==> config.mk <==
export PLATFORM = sky130hd
export DESIGN_NAME = uart_tx_arbiter
export DESIGN_NICKNAME = d
export VERILOG_FILES = /design/src/rtl/uart_pkg.sv /design/src/rtl/uart_rr_pick.sv /design/src/rtl/uart_tx_arbiter.sv
export SDC_FILE = /design/constraint.sdc
export NUM_CORES = 1
export LEC_CHECK = 0
export CORE_MARGIN = 2
export CORE_UTILIZATION = 30
export DETAILED_ROUTE_END_ITERATION = 16
export PLACE_DENSITY = 0.67
export SLEW_MARGIN = 40
export SYNTH_ARGS = -nofsm -noshare
export SYNTH_HDL_FRONTEND = slang
export SYNTH_SLANG_ARGS = --single-unit
==> constraint.sdc <==
create_clock -name i_clk -period 3.1 [get_ports i_clk]
set_input_delay 0.62 -clock i_clk [delete_from_list [all_inputs] [get_ports i_clk]]
set_output_delay 0.62 -clock i_clk [all_outputs]
set_load 0.005 [all_outputs]
==> src/rtl/uart_pkg.sv <==
// Shared types and constants for the UART transmit arbiter.
package uart_pkg;

  typedef enum logic [1:0] {
    IDLE  = 2'd0,
    START = 2'd1,
    WAIT  = 2'd2
  } arb_state_t;

  // Start bit + 8 data bits + stop bit.
  localparam int unsigned UART_FRAME_BITS = 10;

  // Wrap a rotated index back into 0..n-1; v never exceeds 2*n-1 here.
  function automatic int unsigned rr_wrap(input int unsigned v, input int unsigned n);
    return (v >= n) ? (v - n) : v;
  endfunction

endpackage

==> src/rtl/uart_rr_pick.sv <==
// Rotating-priority picker: first set bit of i_req after i_ptr, wrapping.
module uart_rr_pick
  import uart_pkg::*;
#(
  parameter int unsigned NUM_REQ = 4,
  parameter int unsigned IDX_W   = $clog2(NUM_REQ)
) (
  input  logic [NUM_REQ-1:0] i_req,
  input  logic [IDX_W-1:0]   i_ptr,
  output logic               o_found,
  output logic [IDX_W-1:0]   o_idx
);

  // Scan ptr+1, ptr+2, ... so the last winner has the lowest priority.
  always_comb begin
    o_found = 1'b0;
    o_idx   = '0;
    for (int unsigned k = 1; k <= NUM_REQ; k++) begin
      logic [IDX_W-1:0] w_cand;
      w_cand = IDX_W'(rr_wrap(32'(i_ptr) + k, NUM_REQ));
      if (!o_found && i_req[w_cand]) begin
        o_found = 1'b1;
        o_idx   = w_cand;
      end
    end
  end

endmodule

==> src/rtl/uart_tx_arbiter.sv <==
// Round-robin arbiter sharing one uart_tx between NUM_REQ byte producers.
// Optional WAIT-state watchdog is enabled by defining UART_ARB_TIMEOUT_EN.
module uart_tx_arbiter
  import uart_pkg::*;
#(
  parameter int unsigned NUM_REQ          = 4,
  parameter int unsigned NUM_CLKS_PER_BIT = 16,
  parameter int unsigned TIMEOUT_CLKS     = 2 * UART_FRAME_BITS * NUM_CLKS_PER_BIT,
  localparam int unsigned ID_W            = $clog2(NUM_REQ)
) (
  input  logic                 i_clk,
  input  logic                 i_rst,
  input  logic [NUM_REQ-1:0]   i_req_valid,
  input  logic [NUM_REQ*8-1:0] i_req_data,
  output logic [NUM_REQ-1:0]   o_req_ready,
  output logic [7:0]           o_tx_din,
  output logic                 o_tx_start,
  input  logic                 i_tx_done,
  output logic                 o_busy,
  output logic [ID_W-1:0]      o_grant_id,
  output logic                 o_timeout_err
);

  arb_state_t      r_state, w_state_next;
  logic [ID_W-1:0] r_rr_ptr;
  logic [ID_W-1:0] r_grant_id;
  logic [7:0]      r_tx_din;
  logic            w_pick_found;
  logic [ID_W-1:0] w_pick_idx;
  logic            w_accept;
  logic            w_timeout;

  uart_rr_pick #(
    .NUM_REQ (NUM_REQ),
    .IDX_W   (ID_W)
  ) u_pick (
    .i_req   (i_req_valid),
    .i_ptr   (r_rr_ptr),
    .o_found (w_pick_found),
    .o_idx   (w_pick_idx)
  );

  // Ready is only offered in IDLE, so any pick there is a completed handshake.
  assign w_accept = (r_state == IDLE) && w_pick_found && !i_rst;

`ifdef UART_ARB_TIMEOUT_EN
  localparam int unsigned CNT_W = $clog2(TIMEOUT_CLKS + 1);

  logic [CNT_W-1:0] r_wait_cnt;
  logic             r_timeout_err;

  assign w_timeout = (r_state == WAIT) && !i_tx_done &&
                     (r_wait_cnt == CNT_W'(TIMEOUT_CLKS - 1));

  // WAIT cycle counter (zero outside WAIT) and registered timeout pulse.
  always_ff @(posedge i_clk or posedge i_rst) begin
    if (i_rst) begin
      r_wait_cnt    <= '0;
      r_timeout_err <= 1'b0;
    end else begin
      r_timeout_err <= w_timeout;
      if (r_state == WAIT) begin
        r_wait_cnt <= r_wait_cnt + 1'b1;
      end else begin
        r_wait_cnt <= '0;
      end
    end
  end

  assign o_timeout_err = r_timeout_err;
`else
  logic w_unused_cfg;

  assign w_timeout     = 1'b0;
  assign o_timeout_err = 1'b0;
  assign w_unused_cfg  = ^32'(TIMEOUT_CLKS);
`endif

  // State register.
  always_ff @(posedge i_clk or posedge i_rst) begin
    if (i_rst) begin
      r_state <= IDLE;
    end else begin
      r_state <= w_state_next;
    end
  end

  // Next-state logic; tx_done only matters in WAIT.
  always_comb begin
    w_state_next = r_state;
    unique case (r_state)
      IDLE:    if (w_accept) w_state_next = START;
      START:   w_state_next = WAIT;
      WAIT:    if (i_tx_done || w_timeout) w_state_next = IDLE;
      default: w_state_next = IDLE;
    endcase
  end

  // FSM outputs: ready to the winner in IDLE, start pulse in START.
  always_comb begin
    o_req_ready = '0;
    o_tx_start  = 1'b0;
    o_busy      = 1'b0;
    unique case (r_state)
      IDLE:  if (w_accept) o_req_ready[w_pick_idx] = 1'b1;
      START: begin
        o_tx_start = 1'b1;
        o_busy     = 1'b1;
      end
      WAIT:    o_busy = 1'b1;
      default: o_busy = 1'b0;
    endcase
  end

  // Latch the granted byte and id; the pointer follows the winner.
  always_ff @(posedge i_clk or posedge i_rst) begin
    if (i_rst) begin
      r_tx_din   <= '0;
      r_grant_id <= '0;
      r_rr_ptr   <= ID_W'(NUM_REQ - 1);
    end else if (w_accept) begin
      r_tx_din   <= i_req_data[{w_pick_idx, 3'b000} +: 8];
      r_grant_id <= w_pick_idx;
      r_rr_ptr   <= w_pick_idx;
    end
  end

  assign o_tx_din   = r_tx_din;
  assign o_grant_id = r_grant_id;

endmodule
==> flow_summary.yaml <==
synth:
  synth_fa_ha_area_share_pct: 3.75
  synth_area_leader_cell: "dfrtp_1"
  synth_area_per_cell_sq_um: 8.28
  synth_area_sq_um: 1000
  synth_compound_area_share_pct: 32.6
  yosys_warnings: 0
  yosys.area_share.simple_pct: 16.9
  synth-xor-area-share_pct: 0
  synth_top_area_share_pct: 30.0
  ys_seq_elements: 14
  muxShareOfSynthArea_pct: 0
  seq_area_frac_synth_pct: 35.2
  synth_enable_flop_cells: 0
  synthCells: 121
  synth_top_family_by_area: "compound AO/OA/AOI/OAI gates"
  synth.area.top_cells: "dfrtp_1, o221ai_1, o211a_1"
  synth_nets: 163
  yosys.cell_types.count: 27
  postSynth.asyncResetShare_pct: 100
  synth_flop_cell: "dfrtp_1"
cts:
  h-tree-depth: 1
  numCtsBuffers: 3
  cts.sinks: 14
  clk_pin_slew_ns: 0.08
  cts-root-buf: "clkbuf_4"
  clock_latency_ns: 0.27
  clock_path_buffers: 2
  tritoncts: "done"
cells_and_area:
  layout-drive-gt1-share_pct: 14.4
  finalNonFillerCells: 232
  n_antenna_cell: 0
  fin_util_pct: 55.8
  fin_nets: 231
  syn2layout_area_growth_pct: 74.0
worst_setup_path:
  r2r_start: "r_rr_ptr[0]"
  path_max_fanout: 4
  cpMaxStageDelayCell: "clkdlybuf4s50_1"
  cp-end-kind: "output port"
  cp-start-kind: "input pin"
  max_stage_delay_ns: 0.49
  cp_num_cells: 8
  crit_path_cell_trace: "clkdlybuf4s50_1 -> buf_4 -> nand2b_1 -> a21boi_2 -> nor3_2 -> buf_4 -> and2_1 -> clkdlybuf4s50_1"
  reg2reg_depth: 8
  reg2reg_to: "o_tx_din[7]"
  r2r_slack_ns: 1.25
  required_ns: 2.48
  arrival_ns: 2.41
  cpLargestDelayFamily: "buffers and inverters"
  worst-setup-path-type: "input pin to output port"
  cp.buffers_inverters: 4
global_route:
  grt-ovfl-total: 0
  grt_pass1_wl_microns: 4770
  antenna_found_initial: 0
  grt_util_all_layers_pct: 16.7
  grt_pass1_vias: 1097
  grt_max_degree: 17
power_and_ir_drop:
  comb_power_share_pct: 59.8
  p_int_mw: 0.760
  power_mw: 1.16
  swShare_pct: 34.6
  leakagePower_nw: 0.832
  peakVddDrop_mv: 0.380
  power.density_nw_per_um2: 666
  p_sw_mw: 0.402
  p_clk_share_pct: 10.9
  seq_power_share_pct: 29.3
detailed_routing:
  drt_first_iter_violations: 25
  wl_microns: 3080
  dr_total_vias: 1125
  wl_per_cell_microns: 13.3
  antenna_left: 0
  drt_pass1_iterations: 4
  drc: 0
  viasPerCell: 4.85
place:
  dp_hpwl_microns: 2470
  gp_congestion: 0.763
  dp_slack_ns: -0.0000842
  io_buffers: 54
  dpl.cell_count: 224
min_path:
  holdPathEnd: "o_grant_id[1]"
  hold-path-cell-count: 1
  hold_start: "o_grant_id[1]"
  hold_path_class: "flop to flop"
flow_run:
  cap_violations: 0
sta:
  tightest_slew_ns: 0.517
  hold_viol: 0
  maxSlewViolCount: 0
  min_period_over_period_pct: 97.7
  fin_ws_ns: 0.0698
  tns_ns: 0
  grt_setup_unrepaired: "yes"
  setup_violations: 0
  maxSlewHeadroom_pct: 65.5
  max_freq_mhz: 330
  clock_skew_ns: 0.00251
  min_period_ns: 3.03
floorplan:
  rows: 20
  initial_core_util_pct: 32.0
  die-area_sq_um: 3820
  core_sq_um: 3130
  die_h_microns: 61.8
  num_io_pins: 56
  die_width_microns: 61.8
run_status:
  status: "complete, no violations"
power groups by stage:
stage	logic [mW]	clock network [mW]	registers [mW]
after global placement	0.653	0	0.341
after floorplan	0.320	0	0.339
final	0.695	0.127	0.340
after global routing	0.757	0.143	0.356
after detailed placement	0.667	0	0.344
after CTS	0.672	0.132	0.340
routing by layer:
layer  up-vias  part of all wire [%]  GRT usage, %
met1       537                    42          21.2
met5         -                     0             0
met4         0                   1.7          6.69
met2        27                    53          28.9
li1        557                     -             -
met3         4                   2.9          1.66
cell families (layout without fill, tap and decap cells):
group / Yosys count / count (layout)
adders and majority gates: 3 / 3
DFF: 14 / 14
other: 1 / 1
AOI/OAI and AO/OA: 39 / 39
buffers and inverters: 28 / 95
and+or+nand+nor: 36 / 36
synth_stat cells (all sizes together) (3+ instances only):
master and count:
o21ai 4, dfrtp 12, inv 19, clkbuf 5, buf 4, o221ai 16, o211a 8, a21oi 4
nor2 5, nand2b 4, ha 3, and2 3, nand2 17
per-stage QoR:
step	cell area (sq um)	hold slack, ns
floorplan	1000	0.474
global placement	1670	0.483
detailed placement	1670	0.490
CTS	1700	0.509
global route	1740	0.516
finish	1740	0.511
how the worst max path moves through the flow:
stage	from	end	slack, ns
after floorplan	i_rst	o_req_ready[1]	0.79
after global placement	i_req_valid[0]	o_req_ready[0]	0.04
after detailed placement	i_req_valid[3]	o_req_ready[0]	-0.00008
after CTS	i_req_valid[3]	o_req_ready[0]	0.003
after global routing	i_req_valid[0]	o_req_ready[0]	-0.02
final	i_req_valid[0]	o_req_ready[0]	0.07
registers in the layout, summed over array words and instances, names as in the netlist:
name,flops
o_tx_din,8
o_grant_id,2
r_rr_ptr,2
r_state,2
timing repair:
action / 4_1_cts / 5_1_grt
setup endpoints to repair: 0 / 4
hold buffers: 0 / 0
gates resized for setup: 0 / 4
buffers inserted: 0 / 4
final cells by class:
type,count,area [sq um]
fill,296,1380
timing repair buffer,72,683
sequential,14,353
multi-input combinational,79,546
inverter,19,71.3
clock buffer,4,36.3
tap,44,55.1
placed cells by master, fill, tap and decap left out, types with 4 or more instances in the layout:
master           Yosys  final
nor2_1               5      5
nand2_1             17     17
nand2b_1             4      4
clkdlybuf4s50_1      0     51
dfrtp_1             12     12
o221ai_1            16     16
o211a_1              8      8
a21oi_1              4      4
buf_4                1     18
inv_1               19     19
Note: power is estimated with default switching activity, not from simulation.
